==> src/rtl/shared_reg_arbiter_pkg.sv <==
// rtl/shared_reg_arbiter_pkg.sv - shared types and defaults for the shared register arbiter
package shared_reg_arbiter_pkg;

  localparam int DEFAULT_N_REQ  = 4;
  localparam int DEFAULT_DATA_W = 8;

  typedef enum logic [1:0] {
    IDLE  = 2'd0,
    GRANT = 2'd1,
    DONE  = 2'd2
  } state_e;

endpackage

==> src/rtl/shared_reg_arbiter_rr_pick.sv <==
// rtl/shared_reg_arbiter_rr_pick.sv - combinational round-robin picker starting after the last winner
module rr_pick #(
  parameter int N_REQ = 4,
  parameter int IDX_W = $clog2(N_REQ)
) (
  input  logic [N_REQ-1:0] req,
  input  logic [IDX_W-1:0] last,
  output logic             any,
  output logic [IDX_W-1:0] idx,
  output logic [N_REQ-1:0] onehot
);

  logic [IDX_W-1:0] cand;

  // Walk offsets from farthest to nearest so the nearest requester after last wins.
  always_comb begin
    any    = 1'b0;
    idx    = '0;
    onehot = '0;
    cand   = '0;
    for (int off = N_REQ; off >= 1; off--) begin
      cand = IDX_W'((int'(last) + off) % N_REQ);
      if (req[cand]) begin
        any = 1'b1;
        idx = cand;
      end
    end
    if (any) onehot[idx] = 1'b1;
  end

endmodule

==> src/rtl/shared_reg_arbiter.sv <==
// rtl/shared_reg_arbiter.sv - round-robin write sequencer for one shared storage register
module shared_reg_arbiter
  import shared_reg_arbiter_pkg::*;
#(
  parameter int N_REQ  = DEFAULT_N_REQ,
  parameter int DATA_W = DEFAULT_DATA_W,
  parameter int IDX_W  = $clog2(N_REQ)
) (
  input  logic                    CLK,
  input  logic                    CLR,
  input  logic [N_REQ-1:0]        REQ,
  input  logic [N_REQ*DATA_W-1:0] D_IN,
  output logic [N_REQ-1:0]        GNT,
  output logic                    ACK,
  output logic [DATA_W-1:0]       Q,
  output logic [IDX_W-1:0]        OWNER,
  output logic                    VALID
);

  state_e             state_q, state_d;
  logic [N_REQ-1:0]   gnt_q, gnt_d;
  logic [IDX_W-1:0]   gidx_q, gidx_d;
  logic               ack_q, ack_d;
  logic [DATA_W-1:0]  q_q, q_d;
  logic [IDX_W-1:0]   owner_q, owner_d;
  logic               valid_q, valid_d;
  logic [IDX_W-1:0]   last_q, last_d;

  logic               pick_any;
  logic [IDX_W-1:0]   pick_idx;
  logic [N_REQ-1:0]   pick_onehot;

  rr_pick #(.N_REQ(N_REQ), .IDX_W(IDX_W)) u_pick (
    .req    (REQ),
    .last   (last_q),
    .any    (pick_any),
    .idx    (pick_idx),
    .onehot (pick_onehot)
  );

  always_comb begin
    state_d = state_q;
    gnt_d   = gnt_q;
    gidx_d  = gidx_q;
    ack_d   = ack_q;
    q_d     = q_q;
    owner_d = owner_q;
    valid_d = valid_q;
    last_d  = last_q;
    case (state_q)
      IDLE: begin
        gnt_d = '0;
        ack_d = 1'b0;
        if (pick_any) begin
          gnt_d   = pick_onehot;
          gidx_d  = pick_idx;
          state_d = GRANT;
        end
      end
      GRANT: begin
        // A withdrawn request abandons the slot without advancing the round-robin pointer.
        if (REQ[gidx_q]) begin
          q_d     = D_IN[int'(gidx_q)*DATA_W +: DATA_W];
          owner_d = gidx_q;
          valid_d = 1'b1;
          ack_d   = 1'b1;
          state_d = DONE;
        end else begin
          gnt_d   = '0;
          state_d = IDLE;
        end
      end
      DONE: begin
        gnt_d   = '0;
        ack_d   = 1'b0;
        last_d  = gidx_q;
        state_d = IDLE;
      end
      default: begin
        gnt_d   = '0;
        ack_d   = 1'b0;
        state_d = IDLE;
      end
    endcase
  end

  always_ff @(posedge CLK) begin
    if (CLR) begin
      state_q <= IDLE;
      gnt_q   <= '0;
      gidx_q  <= '0;
      ack_q   <= 1'b0;
      q_q     <= '0;
      owner_q <= '0;
      valid_q <= 1'b0;
      last_q  <= IDX_W'(N_REQ - 1);
    end else begin
      state_q <= state_d;
      gnt_q   <= gnt_d;
      gidx_q  <= gidx_d;
      ack_q   <= ack_d;
      q_q     <= q_d;
      owner_q <= owner_d;
      valid_q <= valid_d;
      last_q  <= last_d;
    end
  end

  assign GNT   = gnt_q;
  assign ACK   = ack_q;
  assign Q     = q_q;
  assign OWNER = owner_q;
  assign VALID = valid_q;

endmodule

==> config.mk <==
export PLATFORM = sky130hd
export DESIGN_NAME = shared_reg_arbiter
export DESIGN_NICKNAME = d
export VERILOG_FILES = /design/src/rtl/shared_reg_arbiter_pkg.sv /design/src/rtl/shared_reg_arbiter_rr_pick.sv /design/src/rtl/shared_reg_arbiter.sv
export SDC_FILE = /design/constraint.sdc
export NUM_CORES = 1
export LEC_CHECK = 0
export CORE_ASPECT_RATIO = 0.8
export CORE_UTILIZATION = 36
export CTS_CLUSTER_DIAMETER = 150
export DETAILED_ROUTE_END_ITERATION = 10
export HOLD_SLACK_MARGIN = 0.08
export PLACE_DENSITY_LB_ADDON = 0.08
export SYNTH_ARGS = -nofsm -noshare
export SYNTH_HDL_FRONTEND = slang
export SYNTH_SLANG_ARGS = --single-unit
==> constraint.sdc <==
create_clock -name CLK -period 1.5 [get_ports CLK]
set_input_delay 0.15 -clock CLK [delete_from_list [all_inputs] [get_ports CLK]]
set_output_delay 0.15 -clock CLK [all_outputs]
set_load 0.01 [all_outputs]
== Word level (Yosys, flattened, before mapping) ==
Index checks and enable logic that the tools add are counted.
Operators by class
  $add $sub $neg: 4
  shift operators: 1
  mux-type cells: 26
  order comparisons: 7
  reductions and logical operators: 5
  equality and inequality tests: 4
  bitwise logic cells: 1
Operator list (count)
  $shiftx 32x6->8: 1
  $lt 2x3->1 const B: 6
  $mux 2: 6
  $bmux 1 s2: 5
  $mux 1: 10
  $mux 4: 2
  $pmux 4 s2: 1
  $add 2x1->2 const B: 2
  $add 2x2->2 const B: 2
  $ne 2x2->1 const B: 2
  $pmux 2 s2: 1
  $reduce_and 2->1: 2
  $demux 1 s2: 1
  $eq 2x1->1 const B: 1
  $eq 2x2->1 const B: 1
  $ge 2x1->1 const B: 1
  $logic_not 2->1: 1
  $reduce_or 2->1: 1
  $logic_and 1x1->1: 1
  $not 1->1: 1
Word-level totals
  register bits: 22
  word-level logic and storage cells: 56

== Longest topological paths before layout ==
Gate-level depths: netlist (run 1).
  depth after elaboration: 13
  depth in mapped cells: 6
  gate-level depth less buffers: 5

== Cells and area by module ==
Synthesis (run 1) repeated with hierarchy kept, for this count alone.
Second synthesis, totals
  cells, all modules: 119
  area total of the unflattened synthesis: 1244.9 um2
Modules (own cells, without submodules)
  shared_reg_arbiter: sequential area each 440.4 um2, area each 1026.0 um2, times used 1, cells an instance 87
  rr_pick: sequential area each 0.0 um2, area each 219.0 um2, times used 1, cells an instance 32

== Worst setup path before layout (run 1) ==
OpenSTA, ideal clock, no wires.
  path type: flip-flop to flip-flop
  from: reg gidx_q[0]
  to: reg q_q[2], in the netlist Q[2]
  slack: -0.105 ns
  data arrival time: 1.477 ns
  clock period less this slack: 1.605 ns
  stages on the path, launching flop included: 6
  path buffers: 1
  required time: 1.372 ns
  setup time: 0.128 ns
  cell sequence: dfxtp_1 mux2_2 o211ai_4 buf_4 mux2i_1 nor2_1
On the way
  cells in the longest elaborated chain, start to end: 3
  elaborated cells on any way between the ends: 4
  those cells by class: shift: 1; mux: 2; reduce/logical: 1
Ends and longest elaborated chain
  from (decl): line shared_reg_arbiter.sv:22  | logic [IDX_W-1:0] gidx_q, gidx_d;
  from (signal assigned): line shared_reg_arbiter.sv:100  | gidx_q <= gidx_d;
  branches (longest 3 deep; another with $shiftx 32x6->8)
  to (signal assigned): line shared_reg_arbiter.sv:102  | q_q <= q_d;
  to (decl): line shared_reg_arbiter.sv:24  | logic [DATA_W-1:0] q_q, q_d;
Several ways; the timed one is not identified. The select of a mux whose other input is x is not followed.
A chain may end at the register's enable or synchronous reset.

== Worst setup path in the final report (run 1) ==
  from: reg last_q[1]
  to: reg gnt_q[2], in the netlist GNT[2]
On the way
  cells in the longest elaborated chain, start to end: 13
  elaborated cells on any way between the ends: 27
  those cells by class: add/sub: 4; order compare: 2; mux: 20; reduce/logical: 1
Ends and longest elaborated chain
  from (decl): line shared_reg_arbiter.sv:27  | logic [IDX_W-1:0] last_q, last_d;
  from (signal assigned): line shared_reg_arbiter.sv:96  | last_q <= IDX_W'(N_REQ - 1);
  from (signal assigned): line shared_reg_arbiter.sv:105  | last_q <= last_d;
  $add 2x1->2: line shared_reg_arbiter_rr_pick.sv:22  | cand = IDX_W'((int'(last) + off) % N_REQ);
  $bmux 1 s2: line shared_reg_arbiter_rr_pick.sv:23  | if (req[cand]) begin
  $mux 1 (not written as such): line shared_reg_arbiter_rr_pick.sv:23
  $mux 2 (4 in series): line shared_reg_arbiter_rr_pick.sv:23
  $lt 2x3->1 (not written as such) / $ge 2x1->1 (equally long branches): line shared_reg_arbiter_rr_pick.sv:28  | if (any) onehot[idx] = 1'b1;
  $logic_and 1x1->1 (not written as such): line shared_reg_arbiter_rr_pick.sv:28
  $mux 1 (not written as such): line shared_reg_arbiter_rr_pick.sv:28
  $demux 1 s2
  $mux 4 *: line shared_reg_arbiter.sv:54  | if (pick_any) begin
  $pmux 4 s2 *: line shared_reg_arbiter.sv:50  | case (state_q)
  to (signal assigned): line shared_reg_arbiter.sv:99  | gnt_q <= gnt_d;
  to (decl): line shared_reg_arbiter.sv:21  | logic [N_REQ-1:0] gnt_q, gnt_d;
Mark *: on every way between the ends. The rest lies on a longest branch, timed or not. The select of a mux whose other input is x is not followed.

==> flow_metrics.py, run 1 <==
metrics = {
    "global_routing": {
        "first_global_vias": 1115,
        "grt-ovfl-total": 0,
        "grt_antenna_before_repair": 0,
        "grt_first_pass_wirelength_um": 4950,
        "track_usage": 0.195,
        "grt_max_degree": 16,
    },
    "logic_synthesis": {
        "yosysTopAreaCell": "dfxtp_1",
        "synth_fp_nets": 146,
        "syn-instance-count": 108,
        "synthFlopType": "dfxtp_1",
        "ys_async_sr_fraction": 0,
        "synth-edff-count": 0,
        "avgSynthCellArea_um2": 10.6,
        "yosysSeqAreaShare": 0.384,
        "synth_warnings": 0,
        "syn-cell-area_um2": 1150,
        "ys_top_cells_by_area": "dfxtp_1 (38%), mux4_2 (16%), mux2i_1 (11%), nor2_1 (5.6%), nand2b_1 (2.7%)",
        "synth-seq-cells": 22,
        "synth_top_area_share": 0.384,
        "yosysMostFrequentCell": "dfxtp_1",
        "synthTopCellsByCount": "dfxtp_1 (22), nor2_1 (17), mux2i_1 (13)",
        "synth_cell_type_count": 30,
    },
    "timing": {
        "relSlewSlack": 0.811,
        "worst_clock_skew_ps": 6.82,
        "finalSetupViolCount": 1,
        "tightest_slew_ps": 284,
        "period_share": 1.04,
        "finalWorstSetupSlack_ps": -66.7,
        "period_needed_ps": 1570,
        "rsz0062_at_grt": "yes",
        "fin_setup_tns_ps": -66.7,
        "final-max-slew-violation-count": 0,
        "max_freq_ghz": 0.638,
        "hold_viol_final": 0,
    },
    "status": {
        "violations": "setup timing",
        "outcome": "finished, violations left",
    },
    "critical_path": {
        "cp.required_ps": 1700,
        "crit_buf_inv": 1,
        "critical-path-top-delay-family": "compound AO/OA/AOI/OAI gates",
        "cp-start-kind": "register",
        "worst_setup_path_end_kind": "register",
        "crit_fanout": 5,
        "worst_ep_arrival_time_ps": 1760,
        "cpPeakStageDelay_ps": 470,
        "crit_chain": "buf_4 > o211ai_2 > o21ai_1 > a311oi_2 > or4b_1 > a21oi_1",
        "path_class": "reg -> reg",
        "cpMaxStageDelayCell": "or4b_1",
    },
    "power_and_ir_drop": {
        "powerDensity_nw_per_um2": 801,
        "ir_drop_mv": 0.639,
        "pwr-share-seq": 0.424,
        "power_switching_share": 0.251,
        "pwr-share-clk": 0.275,
        "leakagePower_nw": 0.793,
        "intPower_w": 0.00115,
        "power_frac_comb": 0.302,
        "switchingPower_w": 0.000386,
    },
    "die": {
        "die_y_um": 52.5,
        "initial_utilization": 0.396,
        "fp-row-count": 17,
        "core_um2": 2890,
        "chipWidth_um": 65.1,
        "die_area_um2": 3410,
        "io_pins": 54,
    },
    "clock_network": {
        "cts_resized": 4,
        "cts-root-buf": "clkbuf_8",
        "tritoncts": "yes",
        "clock_latency_ps": 260,
        "cts_max_level": 1,
        "post_cts_buffers": 0,
        "hold_buffers": 0,
        "clkTransAtPathRegs_ps": 80,
        "cts-buffers-inserted": 3,
        "cts.path.max_buffers": 2,
        "cts_sinks": 22,
    },
    "placed_design": {
        "dp_hpwl_um": 2390,
        "io_buffers": 53,
        "gp_congestion": 0.814,
    },
    "detailed_routing": {
        "avgRoutedWirePerCell_um": 13.8,
        "antenna_left": 0,
        "routed-via-count": 1084,
        "first_pass_iters": 4,
        "drtIter0Drc": 23,
        "vias_per_cell": 4.97,
        "drc_errors": 0,
        "wirelength_um": 3000,
    },
    "layout": {
        "final_nets": 219,
        "fin_util": 0.662,
        "syn2layout_area_growth_pct": 67.1,
        "drive_gt1_frac": 0.239,
        "insertedDiodeCount": 0,
    },
    "worst_hold_path": {
        "min_path_type": "reg -> reg",
    },
    "run": {
        "maxCapViolations": 0,
    },
}
## final cells by class
type	count	area [um2]
clock buffers	4	55.1
fillers	242	977
inverters	3	11.3
multi-input cells	76	651
flip-flops and latches	22	443
well taps	38	47.5
repair buffers	75	708
## power by group through the flow
stage / Clock (W) / Combinational (W) / Sequential, W
finish: 0.000422 / 0.000463 / 0.000650
global route: 0.000463 / 0.000500 / 0.000655
CTS: 0.000437 / 0.000466 / 0.000650
detailed placement: 0 / 0.000466 / 0.000662
global placement: 0 / 0.000456 / 0.000661
floorplan: 0 / 0.000208 / 0.000669
## worst min-delay path, cell delays in order, from the launching register on
cell and delay [ps]:
dfxtp_1 320, inv_1 50, a21oi_1 50
## sequential cells by signal (all words and copies together) (netlist names)
signal and flops:
Q 8, last_q 2, ACK 1, gidx_q 2, OWNER 2, GNT 4, VALID 1, state_q 2
## cell usage in the layout, fill, tap and decap left out, types with 2 or more instances in the layout
cell type and n:
nand2_1 8, dfxtp_1 20, dlygate4sd2_1 3, mux2i_1 13, clkbuf_8 4, dfxtp_2 2, mux4_2 8, nand2b_1 5
buf_4 20, inv_1 3, nor2_1 17, o2111ai_1 2, a21oi_1 6, clkdlybuf4s50_1 50
## kinds of logic after synthesis
group,after synthesis,synth area share
DFF,22,0.384
AOI/OAI and AO/OA,19,0.142
buffers and inverters,10,0.0546
and+or+nand+nor,35,0.139
muxes,22,0.281
## layer usage
metal / global-route usage / share of wire
met2: 0.351 / 0.47
met3: 0.0543 / 0.081
met1: 0.227 / 0.44
met4: 0.0543 / 0.0090
met5: 0 / 0
## through the flow
step                std cells  hold WS, ps  area, um2  power [W]  setup WS [ps]
global placement          214          435       1860    0.00112           -250
global route              218          500       1920    0.00162           -111
detailed placement        214          444       1860    0.00113           -369
CTS                       218          464       1910    0.00155          -44.7
floorplan                 108          251       1160   0.000876          0.814
finish                    218          462       1920    0.00154          -66.7
## path summary, 6_finish.rpt
check	end	startpoint	slack, ps	cells after the start
max	GNT[2]$_SDFFE_PP0N_	last_q[1]$_SDFFE_PP1N_	-70	6
min	VALID$_SDFFE_PP0P_	VALID$_SDFFE_PP0P_	460	2
min reg2reg	VALID$_SDFFE_PP0P_	VALID$_SDFFE_PP0P_	460	2
max reg2reg	GNT[2]$_SDFFE_PP0N_	last_q[1]$_SDFFE_PP1N_	-70	6
Note: power is estimated with default switching activity, not from simulation.
==> run 2: changes to the inputs <==
- REMOVE_ABC_BUFFERS: unset -> 1
==> run 2 against run 1 <==
The run still ends with setup timing left. Via count down 2.8%. Cell count down 1.8%. Utilization down 1.2 points. Non-clock buffer count down 3. Final area down 1.8%. Sequential share of layout area up 0.42 points. Critical path depth down 1. Wire length down 0.60%. Fmax up 2.0%. Global-route usage down 1.4 points.
==> flow_metrics.py, run 2 (synthesized netlist as in run 1, its figures left out) <==
metrics = {
    "power_and_ir_drop": {
        "leakagePower_nw": 0.767,
        "powerDensity_nw_per_um2": 775,
        "switchingPower_w": 0.000371,
        "power_frac_comb": 0.314,
        "power_w": 0.00146,
        "power_switching_share": 0.254,
        "intPower_w": 0.00109,
        "ir_drop_mv": 0.614,
        "pwr-share-clk": 0.240,
        "pwr-share-seq": 0.447,
    },
    "clock_network": {
        "clock_latency_ps": 250,
        "cts.path.max_buffers": 2,
        "tritoncts": "yes",
        "cts_sinks": 22,
        "cts_max_level": 1,
        "cts-root-buf": "clkbuf_8",
        "clkTransAtPathRegs_ps": 70,
        "post_cts_buffers": 0,
        "hold_buffers": 0,
        "cts-buffers-inserted": 3,
    },
    "timing": {
        "relSlewSlack": 0.776,
        "period_share": 1.02,
        "finalSetupViolCount": 4,
        "max_freq_ghz": 0.651,
        "finalWorstSetupSlack_ps": -36.3,
        "rsz0062_at_grt": "yes",
        "tightest_slew_ps": 335,
        "worst_clock_skew_ps": 4.53,
        "hold_viol_final": 0,
        "final-max-slew-violation-count": 0,
        "period_needed_ps": 1540,
    },
    "layout": {
        "final_nets": 216,
        "largest_register_ffs": 8,
        "final_cells": 214,
        "nFillCells": 240,
        "layout_common_cells": "clkdlybuf4s50_1 (49), dfxtp_1 (20), nor2_1 (17), buf_4 (17), mux2i_1 (11)",
        "insertedDiodeCount": 0,
        "ff_latch_area_um2": 443,
        "mostFrequentLayoutCell": "clkdlybuf4s50_1",
        "syn2layout_area_growth_pct": 64.2,
        "drive_gt1_frac": 0.227,
        "multi_input_comb_area_um2": 651,
        "fin_util": 0.651,
    },
    "status": {
        "outcome": "finished, violations left",
        "violations": "setup timing",
    },
    "detailed_routing": {
        "first_pass_iters": 4,
        "wirelength_um": 2980,
        "drtIter0Drc": 21,
        "vias_per_cell": 4.93,
        "antenna_left": 0,
        "avgRoutedWirePerCell_um": 13.9,
        "drc_errors": 0,
        "routed-via-count": 1054,
    },
    "critical_path": {
        "cpPeakStageDelay_ps": 370,
        "crit_chain": "mux2_2 > o211ai_4 > buf_12 > mux2i_2 > nor2_1",
        "worst_ep_arrival_time_ps": 1680,
        "cp.required_ps": 1650,
        "critical-path-top-delay-family": "multiplexers",
        "cp-start-kind": "register",
        "crit_fanout": 14,
        "worst_setup_path_end_kind": "register",
        "path_class": "reg -> reg",
        "cpMaxStageDelayCell": "dfxtp_2",
        "crit_buf_inv": 1,
    },
    "worst_hold_path": {
        "min_path_type": "reg -> reg",
    },
    "global_routing": {
        "first_global_vias": 1030,
        "grt_max_degree": 15,
        "grt-ovfl-total": 0,
        "grt_antenna_before_repair": 0,
        "grt_first_pass_wirelength_um": 4550,
        "track_usage": 0.181,
    },
    "die": {
        "fp-row-count": 17,
        "initial_utilization": 0.396,
        "chipWidth_um": 65.1,
        "die_y_um": 52.5,
        "io_pins": 54,
        "core_um2": 2890,
        "die_area_um2": 3410,
    },
    "run": {
        "maxCapViolations": 0,
    },
    "placed_design": {
        "place_ws_ps": -341,
        "placed_cells": 211,
        "dp_hpwl_um": 2310,
        "gp_congestion": 0.905,
        "io_buffers": 53,
    },
}
-- run 2: cell count changes in the layout (fill, tap and decap cells not counted) --
cell and delta:
buf_4 -3, mux2i_1 -2, mux2i_2 +2, clkbuf_8 -1
clkdlybuf4s50_1 -1, dlymetal6s2s_1 +1, mux2_2 +1, mux2_4 -1
o21ai_1 +1, o21ai_2 -1
-- run 2: cell type report --
class / instances / area share
repair buffers: 72 / 0.366
multi-input cells: 76 / 0.346
flip-flops and latches: 22 / 0.235
well taps: 38 / 0.0253
clock buffers: 3 / 0.0219
inverters: 3 / 0.00598
-- run 2: layer usage --
layer	GRT usage	routed length, um	vias to the layer above
li1	-	-	529
met3	0.0609	192	0
met2	0.316	1480	32
met5	0	0	-
met1	0.224	1310	493
met4	0.0217	0	0
-- run 2: what timing repair did --
action,in CTS,in global routing
resized for setup,5,4
pin swaps,0,0
setup endpoints to repair,6,6
-- run 2: power groups by stage --
stage	Combinational [W]	Sequential, W	Clock (W)
4_1_cts	0.000452	0.000650	0.000364
6_report	0.000457	0.000651	0.000350
5_1_grt	0.000489	0.000656	0.000397
3_5_place_dp	0.000453	0.000663	0
2_1_floorplan	0.000168	0.000684	0
3_3_place_gp	0.000440	0.000662	0
-- run 2: path summary, 6_finish.rpt --
| path | start | endpoint | slack [ps] | cells past startpoint |
|---|---|---|---|---|
| setup / recovery | gidx_q[0]$_SDFFE_PP0P_ | Q[2]$_SDFFE_PP0P_ | -40 | 5 |
| setup reg to reg | gidx_q[0]$_SDFFE_PP0P_ | Q[2]$_SDFFE_PP0P_ | -40 | 5 |
| hold / removal | VALID$_SDFFE_PP0P_ | VALID$_SDFFE_PP0P_ | 440 | 2 |
| hold reg to reg | VALID$_SDFFE_PP0P_ | VALID$_SDFFE_PP0P_ | 440 | 2 |
-- run 2: worst min-delay path, cell delays in order, from the launching register on --
cell     delay [ps]
dfxtp_1         310
inv_1            40
a21oi_1          50
-- run 2: metrics by stage --
step	cell area, um2	TNS (ps)	hold slack [ps]
after floorplan	1090	-5530	219
after global placement	1830	-3250	435
after detailed placement	1830	-3950	438
after CTS	1870	-1.34	450
after global routing	1880	-369	487
final	1880	-52.7	445
==> run 3: changes to the inputs <==
- CORE_UTILIZATION: 36 -> 43
- clock period: 1.5 -> 1.95 ns (I/O delays scaled with it)
==> run 3 against run 2 <==
The run now ends clean. Power down 26%. Final area down 5.5%. Clock skew down 1.7 ps. Via count down 0.85%. First-iteration DRC count up 67%. Hold slack better by 7.8 ps. Combinational power down 29%. Critical path depth up 1. Clock-buffer cell count up 1. Utilization up 6.6 points.
==> flow_metrics.py, run 3 (synthesized netlist as in run 1, its figures left out) <==
metrics = {
    "timing": {
        "tightest_slew_ps": 478,
        "worst_clock_skew_ps": 2.84,
        "period_needed_ps": 1720,
        "final-max-slew-violation-count": 0,
        "max_freq_ghz": 0.582,
        "period_share": 0.881,
        "finalSetupViolCount": 0,
        "relSlewSlack": 0.681,
        "rsz0062_at_grt": "no",
        "hold_viol_final": 0,
    },
    "power_and_ir_drop": {
        "powerDensity_nw_per_um2": 603,
        "pwr-share-clk": 0.231,
        "ir_drop_mv": 0.449,
        "power_switching_share": 0.261,
        "switchingPower_w": 0.000280,
        "intPower_w": 0.000793,
        "pwr-share-seq": 0.467,
        "leakagePower_nw": 0.710,
        "power_frac_comb": 0.302,
    },
    "global_routing": {
        "top_usage_layer": "met2",
        "grt-ovfl-total": 0,
        "grt_first_pass_wirelength_um": 4470,
        "use_met1": 0.278,
        "grt_use_met3": 0.0663,
        "track_usage": 0.223,
        "first_global_vias": 993,
        "use_met2": 0.384,
        "grt_max_degree": 13,
        "grt_antenna_before_repair": 0,
    },
    "critical_path": {
        "worst_setup_path_end_kind": "register",
        "path_class": "in -> reg",
        "crit_buf_inv": 1,
        "regToRegStartpoint": "last_q[1]$_SDFFE_PP1N_",
        "cpMaxStageDelayCell": "clkdlybuf4s50_1",
        "critical-path-top-delay-family": "compound AO/OA/AOI/OAI gates",
        "cp-start-kind": "primary input",
        "cpPeakStageDelay_ps": 540,
        "worst_ep_arrival_time_ps": 1960,
        "reg2regPathDepth": 5,
        "crit_chain": "clkdlybuf4s50_1 > o211ai_2 > o21ai_1 > a311oi_2 > or4b_1 > a21oi_1",
        "cp.required_ps": 2190,
        "r2r-end": "GNT[2]$_SDFFE_PP0N_",
        "startpoint": "REQ[1]",
        "crit_fanout": 6,
        "r2r_slack_ps": 240,
    },
    "die": {
        "initial_utilization": 0.462,
        "io_pins": 54,
        "core_um2": 2480,
        "chipWidth_um": 59.7,
        "die_y_um": 48.2,
        "fp-row-count": 16,
        "die_area_um2": 2880,
    },
    "layout": {
        "final_area_um2": 1780,
        "layout_common_cells": "clkdlybuf4s50_1 (53), dfxtp_1 (22), nor2_1 (17)",
        "drive_gt1_frac": 0.157,
        "mostFrequentLayoutCell": "clkdlybuf4s50_1",
        "fin_util": 0.717,
        "largest_register_ffs": 8,
        "nFillCells": 214,
        "final_nets": 205,
        "multi_input_comb_area_um2": 643,
        "syn2layout_area_growth_pct": 55.2,
        "insertedDiodeCount": 0,
        "ff_latch_area_um2": 440,
    },
    "placed_design": {
        "dp_hpwl_um": 2390,
        "gp_congestion": 0.819,
        "io_buffers": 53,
        "placed_cell_area_um2": 1740,
    },
    "worst_hold_path": {
        "min_from": "VALID$_SDFFE_PP0P_",
        "whs_path_depth": 2,
        "hold_end": "VALID$_SDFFE_PP0P_",
        "min_path_type": "reg -> reg",
    },
    "clock_network": {
        "cts-buffers-inserted": 3,
        "tritoncts": "yes",
        "cts_max_level": 1,
        "cts-root-buf": "clkbuf_4",
        "cts_sinks": 22,
        "clkTransAtPathRegs_ps": 120,
        "cts_resized": 0,
        "post_cts_buffers": 0,
        "clock_latency_ps": 310,
        "hold_buffers": 0,
        "cts.path.max_buffers": 2,
    },
    "status": {
        "outcome": "complete, no violations",
    },
    "detailed_routing": {
        "first_pass_iters": 4,
        "drtIter0Drc": 35,
        "wirelength_um": 2930,
        "vias_per_cell": 5.17,
        "antenna_left": 0,
        "avgRoutedWirePerCell_um": 14.5,
        "routed-via-count": 1045,
        "drc_errors": 0,
    },
    "run": {
        "maxCapViolations": 0,
    },
}
-- run 3: cell types whose count changed in the layout (fill, tap and decap cells not counted), sizes merged --
cell	previous run	this run
clkdlybuf4s50	49	53
dlygate4sd2	3	0
dlymetal6s2s	1	0
buf	19	8
clkbuf	3	4
-- run 3: worst register-to-register path: stages, from the launching register on --
cell and delay, ps:
dfxtp_1 500, mux2i_1 230, o22a_1 150, o21ai_1 90, or4b_1 530, a21oi_1 160
-- run 3: layout make-up --
type | count | area share
clock buffers | 4 | 0.0204
flip-flops and latches | 22 | 0.248
inverters | 3 | 0.00633
repair buffers | 61 | 0.339
multi-input cells | 76 | 0.361
well taps | 36 | 0.0253
-- run 3: power groups by stage --
stage	Sequential, W	Clock [W]	Combinational (W)
3_3_place_gp	0.000510	0	0.000316
3_5_place_dp	0.000511	0	0.000325
6_report	0.000501	0.000248	0.000324
4_1_cts	0.000501	0.000255	0.000326
2_1_floorplan	0.000526	0	0.000129
5_1_grt	0.000505	0.000275	0.000350
-- run 3: worst max path at each step --
stage / end / slack [ps] / depth (start not counted)
2_1_floorplan: GNT[1]$_SDFFE_PP0N_ / 10 / 4
3_3_place_gp: GNT[2]$_SDFFE_PP0N_ / -10 / 6
3_5_place_dp: GNT[2]$_SDFFE_PP0N_ / -60 / 6
4_1_cts: GNT[2]$_SDFFE_PP0N_ / 250 / 5
5_1_grt: GNT[2]$_SDFFE_PP0N_ / 130 / 5
6_report: GNT[2]$_SDFFE_PP0N_ / 230 / 6
-- run 3: per-stage QoR --
step / power (W) / hold slack [ps] / worst slack [ps] / instances / TNS [ps]
2_1_floorplan: 0.000655 / 264 / 10.4 / 101 / 0
3_3_place_gp: 0.000826 / 439 / -14.5 / 198 / -14.5
3_5_place_dp: 0.000836 / 439 / -59.0 / 198 / -59.0
4_1_cts: 0.00108 / 456 / 249 / 202 / 0
5_1_grt: 0.00113 / 476 / 129 / 202 / 0
6_report: 0.00107 / 452 / 232 / 202 / 0
-- run 3: per-layer routing --
metal  share of wire  routed length [um]
met5               0                   0
met3           0.075                 221
met1            0.42                1230
met4          0.0051                  15
met2            0.50                1470
